===== src/rtl/alu_pkg.sv =====
// Shared op-codes, FSM encodings and flag bit positions for the sequential ALU.
package alu_pkg;
  localparam logic [2:0] OP_ADD  = 3'b000;
  localparam logic [2:0] OP_SUB  = 3'b001;
  localparam logic [2:0] OP_PASS = 3'b010;
  localparam logic [2:0] OP_DEC  = 3'b011;
  localparam logic [2:0] OP_AND  = 3'b100;
  localparam logic [2:0] OP_OR   = 3'b101;
  localparam logic [2:0] OP_XOR  = 3'b110;
  localparam logic [2:0] OP_MUL  = 3'b111;

  localparam logic [0:0] ST_IDLE = 1'b0;
  localparam logic [0:0] ST_BUSY = 1'b1;

  localparam int FLAG_C = 0;
  localparam int FLAG_Z = 1;
  localparam int FLAG_N = 2;
  localparam int FLAG_V = 3;
endpackage


===== src/rtl/alu_seq_if.sv =====
// Operand/result handshake bundle between register file, ALU and writeback.
interface alu_seq_if #(parameter int WIDTH = 8);
  logic             in_valid;
  logic             in_ready;
  logic [2:0]       op;
  logic [WIDTH-1:0] a;
  logic [WIDTH-1:0] b;
  logic             cin;
  logic             out_valid;
  logic             out_ready;
  logic [WIDTH-1:0] res_lo;
  logic [WIDTH-1:0] res_hi;
  logic             flag_c;
  logic             flag_z;
  logic             flag_n;
  logic             flag_v;

  modport master (
    output in_valid, op, a, b, cin, out_ready,
    input  in_ready, out_valid, res_lo, res_hi, flag_c, flag_z, flag_n, flag_v
  );
  modport slave (
    input  in_valid, op, a, b, cin, out_ready,
    output in_ready, out_valid, res_lo, res_hi, flag_c, flag_z, flag_n, flag_v
  );
endinterface


===== src/rtl/alu_comb_nbit.sv =====
// Single-cycle combinational datapath for ops 000-110; op 111 yields zero here.
module alu_comb_nbit
  import alu_pkg::*;
#(
  parameter int WIDTH = 8
) (
  input  logic [2:0]       op,
  input  logic [WIDTH-1:0] a,
  input  logic [WIDTH-1:0] b,
  input  logic             cin,
  output logic [WIDTH-1:0] res,
  output logic             c,
  output logic             v
);
  logic [WIDTH-1:0] bop;
  logic [WIDTH:0]   sum;
  logic             arith;

  // Arithmetic ops share one adder; only the second input differs.
  always_comb begin
    bop = '0;
    case (op)
      OP_ADD:  bop = b;
      OP_SUB:  bop = ~b;
      OP_PASS: bop = '0;
      OP_DEC:  bop = '1;
      default: bop = '0;
    endcase
  end

  assign sum   = {1'b0, a} + {1'b0, bop} + {{WIDTH{1'b0}}, cin};
  assign arith = ~op[2];

  always_comb begin
    res = '0;
    case (op)
      OP_AND:  res = a & b;
      OP_OR:   res = a | b;
      OP_XOR:  res = a ^ b;
      OP_MUL:  res = '0;
      default: res = sum[WIDTH-1:0];
    endcase
  end

  assign c = arith & sum[WIDTH];
  assign v = arith & (a[WIDTH-1] == bop[WIDTH-1]) & (sum[WIDTH-1] != a[WIDTH-1]);
endmodule


===== src/rtl/alu_seq.sv =====
// Registered ALU: valid/ready handshake, result/flag registers and a
// shift-add multiplier iterating one bit per cycle.
module alu_seq
  import alu_pkg::*;
#(
  parameter int WIDTH = 8
) (
  input  logic     clk,
  input  logic     rst,
  alu_seq_if.slave bus
);
  localparam int CW = $clog2(WIDTH + 1);

  logic [0:0]         state;
  logic [2*WIDTH-1:0] mcand;
  logic [WIDTH-1:0]   mplier;
  logic [2*WIDTH-1:0] acc;
  logic [2*WIDTH-1:0] acc_nxt;
  logic [CW-1:0]      count;
  logic [WIDTH-1:0]   res_lo_q;
  logic [WIDTH-1:0]   res_hi_q;
  logic [3:0]         flags_q;
  logic               out_valid_q;

  logic [WIDTH-1:0]   alu_res;
  logic               alu_c;
  logic               alu_v;
  logic               accept;
  logic               consume;
  logic [WIDTH-1:0]   prod_hi;
  logic [WIDTH-1:0]   prod_lo;

  alu_comb_nbit #(.WIDTH(WIDTH)) u_comb (
    .op  (bus.op),
    .a   (bus.a),
    .b   (bus.b),
    .cin (bus.cin),
    .res (alu_res),
    .c   (alu_c),
    .v   (alu_v)
  );

  assign bus.in_ready = (state == ST_IDLE) && (!out_valid_q || bus.out_ready);
  assign accept       = bus.in_valid && bus.in_ready;
  assign consume      = out_valid_q && bus.out_ready;

  assign acc_nxt = acc + (mplier[0] ? mcand : '0);
  assign prod_hi = acc_nxt[2*WIDTH-1:WIDTH];
  assign prod_lo = acc_nxt[WIDTH-1:0];

  always_ff @(posedge clk) begin
    if (rst) begin
      state       <= ST_IDLE;
      mcand       <= '0;
      mplier      <= '0;
      acc         <= '0;
      count       <= '0;
      res_lo_q    <= '0;
      res_hi_q    <= '0;
      flags_q     <= '0;
      out_valid_q <= 1'b0;
    end else begin
      // A later set in this block wins, giving back-to-back overwrite.
      if (consume) out_valid_q <= 1'b0;
      case (state)
        ST_IDLE: begin
          if (accept) begin
            if (bus.op == OP_MUL) begin
              mcand  <= {{WIDTH{1'b0}}, bus.a};
              mplier <= bus.b;
              acc    <= '0;
              count  <= CW'(WIDTH);
              state  <= ST_BUSY;
            end else begin
              res_lo_q        <= alu_res;
              res_hi_q        <= '0;
              flags_q[FLAG_C] <= alu_c;
              flags_q[FLAG_V] <= alu_v;
              flags_q[FLAG_Z] <= (alu_res == '0);
              flags_q[FLAG_N] <= alu_res[WIDTH-1];
              out_valid_q     <= 1'b1;
            end
          end
        end
        default: begin
          acc    <= acc_nxt;
          mcand  <= mcand << 1;
          mplier <= mplier >> 1;
          count  <= count - CW'(1);
          if (count == CW'(1)) begin
            res_lo_q        <= prod_lo;
            res_hi_q        <= prod_hi;
            flags_q[FLAG_C] <= (prod_hi != '0);
            flags_q[FLAG_V] <= (prod_hi != '0);
            flags_q[FLAG_Z] <= (acc_nxt == '0);
            flags_q[FLAG_N] <= prod_hi[WIDTH-1];
            out_valid_q     <= 1'b1;
            state           <= ST_IDLE;
          end
        end
      endcase
    end
  end

  assign bus.out_valid = out_valid_q;
  assign bus.res_lo    = res_lo_q;
  assign bus.res_hi    = res_hi_q;
  assign bus.flag_c    = flags_q[FLAG_C];
  assign bus.flag_z    = flags_q[FLAG_Z];
  assign bus.flag_n    = flags_q[FLAG_N];
  assign bus.flag_v    = flags_q[FLAG_V];
endmodule


===== src/flat_wrapper.sv =====
// flat-port wrapper written by rule: the top's interface ports become plain ports
module alu_seq_flat import alu_pkg::*;
#(
  parameter int WIDTH = 8
)
  (clk, rst, bus_in_valid, bus_op, bus_a, bus_b, bus_cin, bus_out_ready, bus_in_ready, bus_out_valid, bus_res_lo, bus_res_hi, bus_flag_c, bus_flag_z, bus_flag_n, bus_flag_v);
  alu_seq_if #(.WIDTH(WIDTH)) bus_i ();
  input  logic clk;
  input  logic rst;
  input wire logic [$bits(bus_i.in_valid)-1:0] bus_in_valid;
  input wire logic [$bits(bus_i.op)-1:0] bus_op;
  input wire logic [$bits(bus_i.a)-1:0] bus_a;
  input wire logic [$bits(bus_i.b)-1:0] bus_b;
  input wire logic [$bits(bus_i.cin)-1:0] bus_cin;
  input wire logic [$bits(bus_i.out_ready)-1:0] bus_out_ready;
  output wire logic [$bits(bus_i.in_ready)-1:0] bus_in_ready;
  output wire logic [$bits(bus_i.out_valid)-1:0] bus_out_valid;
  output wire logic [$bits(bus_i.res_lo)-1:0] bus_res_lo;
  output wire logic [$bits(bus_i.res_hi)-1:0] bus_res_hi;
  output wire logic [$bits(bus_i.flag_c)-1:0] bus_flag_c;
  output wire logic [$bits(bus_i.flag_z)-1:0] bus_flag_z;
  output wire logic [$bits(bus_i.flag_n)-1:0] bus_flag_n;
  output wire logic [$bits(bus_i.flag_v)-1:0] bus_flag_v;
  assign bus_i.in_valid = bus_in_valid;
  assign bus_i.op = bus_op;
  assign bus_i.a = bus_a;
  assign bus_i.b = bus_b;
  assign bus_i.cin = bus_cin;
  assign bus_i.out_ready = bus_out_ready;
  assign bus_in_ready = bus_i.in_ready;
  assign bus_out_valid = bus_i.out_valid;
  assign bus_res_lo = bus_i.res_lo;
  assign bus_res_hi = bus_i.res_hi;
  assign bus_flag_c = bus_i.flag_c;
  assign bus_flag_z = bus_i.flag_z;
  assign bus_flag_n = bus_i.flag_n;
  assign bus_flag_v = bus_i.flag_v;
  alu_seq #(.WIDTH(WIDTH)) u_core (.clk(clk), .rst(rst), .bus(bus_i));
endmodule

===== config.mk =====
export PLATFORM = sky130hd
export DESIGN_NAME = alu_seq_flat
export DESIGN_NICKNAME = d
export VERILOG_FILES = /design/src/rtl/alu_pkg.sv /design/src/rtl/alu_seq_if.sv /design/src/rtl/alu_comb_nbit.sv /design/src/rtl/alu_seq.sv /design/src/flat_wrapper.sv
export SDC_FILE = /design/constraint.sdc
export NUM_CORES = 1
export LEC_CHECK = 0
export ABC_CLOCK_PERIOD_IN_PS = 5000
export BUFFER_PORTS_ARGS = -buffer_cell sky130_fd_sc_hd__buf_4
export CORE_MARGIN = 4
export CORE_UTILIZATION = 60
export CTS_CLUSTER_DIAMETER = 50
export DETAILED_ROUTE_END_ITERATION = 10
export PLACE_DENSITY_LB_ADDON = 0.15
export SLEW_MARGIN = 5
export SYNTH_ARGS = -nofsm -noshare
export SYNTH_HDL_FRONTEND = slang
export SYNTH_HIERARCHICAL = 1
export SYNTH_SLANG_ARGS = --single-unit

===== constraint.sdc =====
create_clock -name clk -period 5 [get_ports clk]
set_input_delay 0.75 -clock clk [delete_from_list [all_inputs] [get_ports clk]]
set_output_delay 0.75 -clock clk [all_outputs]
set_load 0.005 [all_outputs]

After elaboration in Yosys (flattened, before gate mapping)
Cells that the tools add are included.
Widths: inputs -> output; s select.
{"block": "word_totals", "regBits": 66, "latchBits": 0, "ram_bits": 0, "romBits": 0, "memories": 0}
{"block": "classes", "n_addsub": 4, "mul": 0, "n_div": 0, "magnitude_cmp": 0, "n_eq_ne": 11, "shifts": 0, "mux": 36, "bitwise_logic": 9, "reduce_logical": 15}
{"operator": "$mux 16", "count": 7}
{"operator": "$mux 8", "count": 8}
{"operator": "$pmux 8 s4", "count": 1}
{"operator": "$mux 4", "count": 7}
{"operator": "$pmux 8 s3", "count": 1}
{"operator": "$mux 7", "count": 3}
{"operator": "$add 16x16->16", "count": 1}
{"operator": "$logic_not 16->1", "count": 1}
{"operator": "$eq 3x3->1 const B", "count": 4}
{"operator": "$add 8x8->9", "count": 1}
{"operator": "$add 9x1->9", "count": 1}
{"operator": "$mux 1", "count": 9}
{"operator": "$and 8x8->8", "count": 1}
{"operator": "$logic_not 8->1", "count": 1}
{"operator": "$not 8->8", "count": 1}
{"operator": "$or 8x8->8", "count": 1}
{"operator": "$reduce_bool 8->1", "count": 1}
{"operator": "$xor 8x8->8", "count": 1}
{"operator": "$eq 4x1->1 const B", "count": 1}
{"operator": "$reduce_and 2->1", "count": 2}
{"operator": "$reduce_bool 2->1", "count": 2}
{"operator": "$sub 4x1->4 const B", "count": 1}
{"operator": "$and 1x1->1", "count": 3}
{"operator": "$eq 3x1->1 const B", "count": 1}
{"operator": "other kinds (12)", "count": 15}

Logic depth before layout (Yosys ltp)
Gate-level depths: netlist of the first run.
{"block": "depth", "depth_word": 9, "mapped_depth": 17, "ltp_nobuf": 16}

Cells and area by module
The synthesis of the first run kept the hierarchy.
{"mod": "alu_seq", "instances": 1, "cells_each": 443, "area_each_um2": 3632.2}
{"mod": "alu_comb_nbit", "instances": 1, "cells_each": 146, "area_each_um2": 969.7}

Least setup slack after synthesis of the first run
OpenSTA, ideal clock, no wires.
{"block": "synth_path", "path_kind": "input -> register", "from": "input port bus_op[0]", "to": "register u_core.flags_q[1]", "setup_time_ns": 0.073, "arrival_ns": 3.749, "setup_slack_ns": 1.178, "stages": 15, "path_cell_list": "clkbuf_1 > clkbuf_1 > o21ai_0 > a21oi_1 > ha_1 > nor2b_1 > o31a_1 > o21a_1 > or3_1 > a31o_1 > nor4_1 > nand2_1 > o41ai_1 > a31oi_1 > nor3_2"}
{"block": "synth_between", "elab_chain_cells": 9, "elab_cells_between_ends": 17}
{"element": "start: declaration", "line_no": "flat_wrapper.sv:11", "source": "input wire logic [$bits(bus_i.op)-1:0] bus_op;"}
{"element": "$eq 3x2->1, or another cell as far along", "line_no": "alu_comb_nbit.sv:22", "source": "case (op)"}
{"element": "$pmux 8 s3", "line_no": "alu_comb_nbit.sv:22"}
{"element": "$add 8x8->9", "line_no": "alu_comb_nbit.sv:31", "source": "assign sum = {1'b0, a} + {1'b0, bop} + {{WIDTH{1'b0}}, cin};"}
{"element": "$add 9x1->9", "line_no": "alu_comb_nbit.sv:31"}
{"element": "$pmux 8 s4 (*)", "line_no": "alu_comb_nbit.sv:36", "source": "case (op)"}
{"element": "named net u_core.alu_res[5]", "line_no": "alu_seq.sv:25", "source": "logic [WIDTH-1:0] alu_res;"}
{"element": "$logic_not 8->1 (*)", "line_no": "alu_seq.sv:79", "source": "flags_q[FLAG_Z] <= (alu_res == '0);"}
{"element": "$mux 4 (*)", "line_no": "alu_seq.sv:68", "source": "if (bus.op == OP_MUL) begin"}
{"element": "$mux 4 (*)", "line_no": "alu_seq.sv:67", "source": "if (accept) begin"}
{"element": "$mux 4 (*)", "line_no": "alu_seq.sv:65", "source": "case (state)"}
{"element": "end signal: indexed assignment", "line_no": "alu_seq.sv:78", "source": "flags_q[FLAG_V] <= alu_v;"}
{"element": "end signal: indexed assignment", "line_no": "alu_seq.sv:79"}
{"element": "end signal: indexed assignment", "line_no": "alu_seq.sv:80", "source": "flags_q[FLAG_N] <= alu_res[WIDTH-1];"}
{"element": "end: declaration", "line_no": "alu_seq.sv:22", "source": "logic [3:0] flags_q;"}
The timed path passes the listed nets; every way through them passes the cells marked *. The select of a mux whose other input is x is not followed.
A chain may end at the register's enable or synchronous reset.

Final worst setup path of the first run
Ends and elaborated chain as after synthesis.

==> impl_metrics.toml, run 1 <==
[outcome]
status = "completed"

[timing]
slew_headroom_pct = 41.6
tightest_slew_ps = 873
finalSetupTns_ps = 0
hold_viol_final = 0
max_freq_ghz = 0.260
worst_slack_ps = 1150
drv_slew = 0
clock_skew_ps = 9.92
finalSetupViolations = 0
fin_crit_ps = 3850
min_period_over_period_pct = 77.0
rsz0062_at_grt = "false"

[synth]
synthSimpleGateAreaFrac_pct = 22.1
async_reset_ff_share_pct = 0
synthXorXnorAreaFrac_pct = 3.24
synth_compound_area_share_pct = 25.7
synth-edff-count = 0
synth_top_area_share_pct = 28.7
synth_ff_type = "dfxtp_1"
yosys_warnings = 6
synth.distinct_cells = 67
synth_top_area_cell = "dfxtp_1"
syn_area_um2 = 4600
synth_area_per_cell_um2 = 7.81
synth_adder_area_share_pct = 12.2
syn_inst = 589
syn_nets = 656
ys_seq_area_share_pct = 28.7
synth.ff_latch_count = 66
synth.area.top_cells = "dfxtp_1, ha_1, a21oi_1"
synthMuxAreaShare_pct = 2.28
synth_top_family_by_area = "compound AO/OA/AOI/OAI gates"

[critical_path]
worstPathArrival_ps = 4130
crit_path_start_kind = "primary input"
r2r_slack_ps = 1610
crit_path_end_kind = "flip-flop"
worst-path-max-fanout = 31
cp.required_ps = 5280
setup.worst_path.class = "in -> reg"

[die]
ios = 46
die_y_um = 95.6
dieWidth_um = 95.6
core-area_um2 = 7370
start_util_pct = 62.4
row_count = 31
die-area_um2 = 9130

[cts]
h-tree-depth = 3
cts.clk_slew.worst_paths_ps = 70
clock_sinks = 66
clockBufferDepth = 2
numCtsBuffers = 9
hold_buffers = 0
clk_latency_ps = 350
cts_tree = "yes"
cts-root-buf = "clkbuf_8"
cts.repair.resized = 0
cts_setup_buffers = 0

[routing]
drt_drc_violations_left = 0
first_pass_iters = 5
vias = 4406
final_antenna_net_count = 0
drt_iter0_markers = 287
routed_via_density = 6.18
wirelength_um = 12100
routedWlPerCell_um = 17.0

[place]
dp_slack_ps = 881
hpwl_um = 8610
io_buffers = 45
place.gp.congestion = 0.894
dp.cells = 697

[final_layout]
antennaDiodeCount = 0
ff_latch_area_um2 = 1320
area_growth_pct = 11.9
multi_input_area_um2 = 3020
nNetsFinal = 676
drive_gt1_share_pct = 13.4
stdcell_count = 713
fill_cells = 621

[hold_path]
min_path_type = "reg -> reg"

[global_routing]
grt_usage_pct = 27.7
antenna_found_initial = 0
grt_max_degree = 69
grt_pass1_wl_um = 19600
grt_pass1_vias = 4063
grt-ovfl-total = 0

[pwr]
total_leakage_power_nw = 2.24
ir_drop_uv = 242
p_per_area_nw_per_um2 = 245

[job]
maxCapViolCount = 0
==> critical path, stage by stage <==
cell     delay (ps)
buf_4           200
or3_1           370
a21oi_1         260
ha_1            280
nor2b_1         140
o31a_1          280
o21a_1          200
or3_1           300
a31o_1          240
nor4_1          350
nand2_1          90
o41ai_1         400
a31oi_1         100
nor3_2          170
==> final cells by class <==
type / count / share of cell area, %
multi-input cells: 457 / 58.7
repair buffers: 48 / 7.00
well taps: 99 / 2.41
clock buffers: 10 / 2.48
inverters: 27 / 1.97
flip-flops and latches: 66 / 25.7
clock inverters: 6 / 1.77
==> per-stage QoR <==
step | hold slack, ps | instance area (µm²) | utilization [%] | power [mW]
finish | 453 | 5150 | 69.9 | 1.26
global route | 469 | 5150 | 69.9 | 1.31
CTS | 458 | 5150 | 69.9 | 1.27
detailed placement | 448 | 4930 | 66.9 | 0.764
global placement | 439 | 4930 | 66.9 | 0.758
floorplan | 433 | 4600 | - | 0.692
==> state kept, by name, indices dropped and copies added (netlist names) <==
name / cells
u_core/mplier: 8
u_core/bus.res_hi: 8
u_core/bus.res_lo: 8
u_core/acc: 16
u_core/flags_q: 4
u_core/count: 4
u_core/mcand: 16
u_core/bus.out_valid: 1
u_core/state: 1
==> cells in the final DEF, fill, tap and decap left out, types with 10 or more instances in the layout <==
master    netlist  routed
a21oi_1        74      74
dfxtp_1        66      65
nand2_1        53      53
nor2_1         52      52
buf_4           0      48
ha_1           40      40
inv_1          26      26
a22oi_1        25      25
o21ai_0        23      23
and2_1         18      18
nand3_1        12      12
and3_1         11      11
nor3_1         11      11
a211oi_1       11      11
xnor2_1        10      10
==> routing by layer <==
metal / global-route usage, % / vias up / wire [µm]
met5: 0 / - / 0
met4: 8.18 / 0 / 192
met3: 6.39 / 20 / 882
met2: 45.0 / 178 / 5670
met1: 36.5 / 2063 / 5390
li1: - / 2145 / -
==> cells by family (layout without fill, tap and decap cells) <==
kind of cell | after synthesis | in the layout
compound gates | 185 | 185
xor+xnor | 17 | 17
fa+ha+maj | 43 | 43
buf+inv | 66 | 91
flops | 66 | 66
mux | 10 | 10
simple gates | 202 | 202
==> report_power, final <==
| group | internal, mW | total [mW] | switching (mW) |
|---|---|---|---|
| combinational | 0.0835 | 0.208 | 0.124 |
| sequential | 0.540 | 0.550 | 0.00929 |
| clock | 0.283 | 0.504 | 0.222 |
==> cells in the mapped netlist (5+ instances only) <==
| cell | n |
|---|---|
| clkbuf_1 | 26 |
| a31oi_1 | 9 |
| nor2b_1 | 6 |
| xnor2_1 | 10 |
| nor2_1 | 52 |
| a211oi_1 | 11 |
| or3_1 | 9 |
| nand2b_1 | 6 |
| nor3_1 | 11 |
| xor2_1 | 7 |
| buf_2 | 8 |
| o21ai_0 | 23 |
| ha_1 | 40 |
| a21oi_1 | 74 |
| a22oi_1 | 25 |
| dfxtp_1 | 66 |
| nand3_1 | 12 |
| mux2i_1 | 9 |
| nand2_1 | 53 |
| o21a_1 | 6 |
| inv_1 | 26 |
| a21o_1 | 5 |
| and3_1 | 11 |
| and2_1 | 18 |
==> path summary, 6_finish.rpt <==
check	cells past startpoint	startpoint	end
worst min-delay path	2	u_core/flags_q[2]$_SDFFE_PP0P_	u_core/flags_q[2]$_SDFFE_PP0P_
worst min register to register	2	u_core/flags_q[2]$_SDFFE_PP0P_	u_core/flags_q[2]$_SDFFE_PP0P_
worst max register to register	10	u_core/mplier[0]$_SDFFE_PP0P_	u_core/flags_q[3]$_SDFFE_PP0P_
worst max-delay path	14	bus_op[0]	u_core/flags_q[1]$_SDFFE_PP0P_
Note: power is estimated with default switching activity, not from simulation.
==> run 2: changes to the inputs <==
--- a/config.mk
+++ b/config.mk
@@ -5,10 +5,10 @@
 export SDC_FILE = /design/constraint.sdc
 export NUM_CORES = 1
 export LEC_CHECK = 0
-export ABC_CLOCK_PERIOD_IN_PS = 5000
+export ABC_CLOCK_PERIOD_IN_PS = 3400
 export BUFFER_PORTS_ARGS = -buffer_cell sky130_fd_sc_hd__buf_4
 export CORE_MARGIN = 4
-export CORE_UTILIZATION = 60
+export CORE_UTILIZATION = 54
 export CTS_CLUSTER_DIAMETER = 50
 export DETAILED_ROUTE_END_ITERATION = 10
 export PLACE_DENSITY_LB_ADDON = 0.15
==> constraint.sdc (replaced) <==
create_clock -name clk -period 3.4 [get_ports clk]
set_input_delay 0.51 -clock clk [delete_from_list [all_inputs] [get_ports clk]]
set_output_delay 0.51 -clock clk [all_outputs]
set_load 0.005 [all_outputs]
==> run 2 against run 1 <==
Compared with the run above: die area rose by 10%; final cell count is 3.8% higher; wire length is 1.2% lower; highest routed layer unchanged.
==> impl_metrics.toml, run 2 (synthesis results as in run 1) <==
[final_layout]
final_cell_mix = "a21oi_1, buf_4, dfxtp_1, nand2_1, nor2_1"
area_growth_pct = 15.9
fin_area_um2 = 5330
antennaDiodeCount = 0
reg_top3 = "u_core/acc x16, u_core/mcand x16"
nNetsFinal = 697
final_common_cell = "a21oi_1"
postLayoutCoreUtil_pct = 64.6
drive_gt1_share_pct = 16.7

[place]
place.gp.congestion = 0.938
dp_slack_ps = -96.0
io_buffers = 45
place_area_um2 = 5110
hpwl_um = 8960

[routing]
drt_iter0_markers = 243
met3_length_um = 645
vias = 4348
routedWlPerCell_um = 16.2
wirelength_um = 12000
drt_drc_violations_left = 0
routed_via_density = 5.88
first_pass_iters = 5
final_antenna_net_count = 0
wl_met1_um = 5970
routed.top_layer = "met4"
wl_met2_um = 5300

[global_routing]
grt_max_degree = 69
grt_pass1_wl_um = 19700
antenna_found_initial = 0
grt-ovfl-total = 0
grt_usage_pct = 24.3
grt_pass1_vias = 3987

[timing]
clock_skew_ps = 9.44
worst_slack_ps = 231
rsz0062_at_grt = "false"
min_period_over_period_pct = 93.2
finalSetupTns_ps = 0
tightest_slew_ps = 910
finalSetupViolations = 0
fin_crit_ps = 3170
slew_headroom_pct = 39.1
hold_viol_final = 0
drv_slew = 0
max_freq_ghz = 0.316

[die]
start_util_pct = 55.7
die_y_um = 100
ios = 46
row_count = 33
core-area_um2 = 8260
dieWidth_um = 100
die-area_um2 = 10100

[critical_path]
path_cells = "buf_4, or3_1, a21oi_2, ha_1, nor2b_1, o31a_1, o21a_1, or3_1, a31o_1, nor4_1, nand2_1, o41ai_2, a31oi_1, nor3_2"
crit_path_end_kind = "flip-flop"
slowest_stage = "or3_1"
crit_path_start_kind = "primary input"
worstPathArrival_ps = 3440
crit_path_frequent_cell = "or3_1"
slowest_delay_ps = 400
crit_family = "simple AND/OR/NAND/NOR gates"
setup.worst_path.class = "in -> reg"
cp.required_ps = 3670
worst-path-max-fanout = 4
crit_buf_inv = 1

[cts]
numCtsBuffers = 9
clock_sinks = 66
clockBufferDepth = 2
cts_tree = "yes"
clk_latency_ps = 340
hold_buffers = 0
h-tree-depth = 3
cts-root-buf = "clkbuf_8"
cts.clk_slew.worst_paths_ps = 80

[pwr]
total_power_mw = 1.89
p_per_area_nw_per_um2 = 354
ir_drop_uv = 273
total_leakage_power_nw = 2.34

[job]
maxCapViolCount = 0

[hold_path]
min_path_type = "reg -> reg"

[outcome]
status = "completed"
[run 2: cell count changes in the layout (fill, tap and decap cells not counted), sizes merged]
cell      change
buf          +21
clkinv        -3
clkinvlp      +2
inv           +1
[run 2: power breakdown]
part | internal (mW) | switching (mW)
clock | 0.434 | 0.317
combinational | 0.142 | 0.182
sequential | 0.795 | 0.0147
total | 1.37 | 0.514
[run 2: worst min-delay path: stages, from the launching register on]
cell and delay [ps]:
dfxtp_1 310, nand2_1 50, a21oi_1 50
[run 2: metrics by stage]
step	instances	hold WS, ps
final	740	460
after global routing	740	475
after CTS	740	462
after detailed placement	724	452
after global placement	724	444
after floorplan	589	433
[run 2: area by class of cell]
| cell class | instances | area (µm²) |
|---|---|---|
| tap | 105 | 131 |
| clock inverter | 6 | 88.8 |
| inverter | 27 | 101 |
| fill | 740 | 2930 |
| sequential | 66 | 1320 |
| clock buffer | 10 | 138 |
| multi-input combinational | 457 | 3030 |
| timing repair buffer | 69 | 518 |
[run 2: final timing paths]
check	startpoint	end	slack, ps	depth (start not counted)
setup / recovery	bus_op[1]	u_core/flags_q[1]$_SDFFE_PP0P_	230	14
hold / removal	u_core/mplier[2]$_SDFFE_PP0P_	u_core/mplier[2]$_SDFFE_PP0P_	460	2
setup reg to reg	u_core/mplier[0]$_SDFFE_PP0P_	u_core/flags_q[1]$_SDFFE_PP0P_	470	10
hold reg to reg	u_core/mplier[2]$_SDFFE_PP0P_	u_core/mplier[2]$_SDFFE_PP0P_	460	2
[run 2: what timing repair did]
action                                  in CTS  in global routing
setup buffers                                0                  0
gates resized for setup                      0                  1
hold endpoints to repair                     0                  0
endpoints found under the setup margin       0                  1
[run 2: layer usage]
| layer | vias to the layer above | GRT usage, % |
|---|---|---|
| met3 | 6 | 4.79 |
| li1 | 2185 | - |
| met5 | - | 0 |
| met2 | 98 | 37.3 |
| met1 | 2059 | 35.3 |
| met4 | 0 | 5.08 |
==> run 3: changes to the inputs <==
--- a/config.mk
+++ b/config.mk
@@ -12,8 +12,6 @@
 export CTS_CLUSTER_DIAMETER = 50
 export DETAILED_ROUTE_END_ITERATION = 10
 export PLACE_DENSITY_LB_ADDON = 0.15
-export SLEW_MARGIN = 5
 export SYNTH_ARGS = -nofsm -noshare
 export SYNTH_HDL_FRONTEND = slang
-export SYNTH_HIERARCHICAL = 1
 export SYNTH_SLANG_ARGS = --single-unit
==> run 3 against run 2 <==
Compared with the run above: sequential cell count did not move; hold slack worse by 4.4 ps; register-to-register slack lost 190 ps; sequential share of layout area increased by 1.1 points; die area decreased by 1.8%; power is 7.8% lower; non-clock buffer count shrank 12; via count shrank 1.4%; area after synthesis shrank 1.9%; wire length is 4.1% lower; critical path type is now reg -> reg; critical endpoint is now u_core.flags_q[1]$_SDFFE_PP0P_.
==> impl_metrics.toml, run 3 <==
[outcome]
status = "completed"

[cts]
cts_setup_buffers = 0
clockBufferDepth = 2
cts.repair.resized = 0
clk_latency_ps = 340
numCtsBuffers = 9
h-tree-depth = 3
hold_buffers = 0
cts.clk_slew.worst_paths_ps = 70
cts_tree = "yes"
clock_sinks = 66
cts-root-buf = "clkbuf_8"

[final_layout]
final_cell_mix = "a21oi_1, nand2_1, dfxtp_1, nor2_1, buf_4"
postLayoutCoreUtil_pct = 62.5
stdcell_count = 730
final_common_cell = "a21oi_1"
drive_gt1_share_pct = 13.9
reg_top3 = "u_core.acc x16, u_core.mcand x16"
fin_area_um2 = 5110
nNetsFinal = 687
area_growth_pct = 13.2
fill_cells = 748
antennaDiodeCount = 0

[timing]
clock_skew_ps = 10.4
hold_ws_ps = 455
finalSetupViolations = 0
hold_viol_final = 0
rsz0062_at_grt = "false"
drv_slew = 0
tightest_slew_ps = 1050
worst_slack_ps = 276
slew_headroom_pct = 29.8
min_period_over_period_pct = 91.9
fin_crit_ps = 3120
max_freq_ghz = 0.320
finalSetupTns_ps = 0

[synth]
synth_area_per_cell_um2 = 7.64
syn_inst = 591
yosysMostFrequentCell = "a21oi_1"
synth.area.top_cells = "dfxtp_1, ha_1, a21oi_1"
synth_common_cells = "a21oi_1, nand2_1, dfxtp_1, nor2_1, ha_1"
syn_area_um2 = 4510
synth_top_area_share_pct = 29.3
syn_nets = 658
ys_seq_area_share_pct = 29.3
async_reset_ff_share_pct = 0
synth_top_area_cell = "dfxtp_1"
synth_ff_type = "dfxtp_1"
synth.ff_latch_count = 66
synth-edff-count = 0
yosys_warnings = 0
synth.distinct_cells = 54

[job]
maxCapViolCount = 0

[place]
place.gp.congestion = 0.979
dp.cells = 714
io_buffers = 45
dp_slack_ps = 82.8
hpwl_um = 8410
place_area_um2 = 4930

[critical_path]
cp.required_ps = 3680
setup.worst_path.class = "reg -> reg"
crit_path_start_kind = "flip-flop"
worst-path-max-fanout = 3
worstPathArrival_ps = 3410
crit_path_end_kind = "flip-flop"

[pwr]
ir_drop_uv = 260
total_power_mw = 1.74
p_per_area_nw_per_um2 = 340
total_leakage_power_nw = 2.28

[routing]
routedWlPerCell_um = 15.7
vias = 4285
final_antenna_net_count = 0
drt_drc_violations_left = 0
wirelength_um = 11500
routed_via_density = 5.87
drt_iter0_markers = 240
first_pass_iters = 6

[hold_path]
min_path_type = "reg -> reg"

[global_routing]
grt-ovfl-total = 0
antenna_found_initial = 0
grt_pass1_wl_um = 19100
grt_max_degree = 64
grt_usage_pct = 23.5
grt_pass1_vias = 4054

[die]
die_y_um = 99.4
start_util_pct = 55.2
die-area_um2 = 9890
row_count = 33
core-area_um2 = 8180
ios = 46
dieWidth_um = 99.4
[run 3: final cells by class]
type	instances	area (µm²)	share of cell area (%)
flip-flops and latches	66	1320	25.9
multi-input cells	455	2930	57.3
well taps	105	131	2.57
repair buffers	57	428	8.37
inverters	31	116	2.28
clock inverters	5	55.1	1.08
clock buffers	11	131	2.57
[run 3: where the power goes]
group	internal, mW	switching [mW]	total [mW]	leakage (nW)
clock network	0.337	0.303	0.640	0.0893
registers	0.793	0.0133	0.806	0.535
logic	0.123	0.170	0.293	1.66
total	1.25	0.486	1.74	2.28
[run 3: logic make-up (layout without fill, tap and decap cells)]
group           Yosys count  after routing  synth area share (%)
flops                    66             66                  29.3
mux                       9              9                  2.02
simple gates            210            210                  22.1
xor+xnor                 16             16                  3.10
buf+inv                  70            104                  6.01
compound gates          177            177                  25.1
fa+ha+maj                43             43                  12.4
[run 3: critical path, stage by stage, from the launching register on]
cell      delay, ps
dfxtp_1         330
and2_1          200
ha_1            240
fa_1            410
a21o_1          210
a221oi_2        290
o21a_1          180
nor2_1           90
a211o_1         280
a211o_1         340
nor4_4          300
a41o_1          210
[run 3: layer usage]
layer | vias up | routed length, µm | track usage [%]
met4 | 0 | 178 | 7.35
met3 | 18 | 555 | 3.58
li1 | 2132 | - | -
met2 | 139 | 5070 | 36.3
met5 | - | 0 | 0
met1 | 1996 | 5700 | 33.9
[run 3: path summary, 6_finish.rpt]
kind	from	to	slack [ps]	cells past startpoint
setup / recovery	u_core.mcand[0]$_SDFFE_PP0P_	u_core.flags_q[1]$_SDFFE_PP0P_	280	11
hold / removal	u_core.bus.res_lo[3]$_SDFFE_PP0P_	u_core.bus.res_lo[3]$_SDFFE_PP0P_	460	2
hold reg to reg	u_core.bus.res_lo[3]$_SDFFE_PP0P_	u_core.bus.res_lo[3]$_SDFFE_PP0P_	460	2
setup reg to reg	u_core.mcand[0]$_SDFFE_PP0P_	u_core.flags_q[1]$_SDFFE_PP0P_	280	11
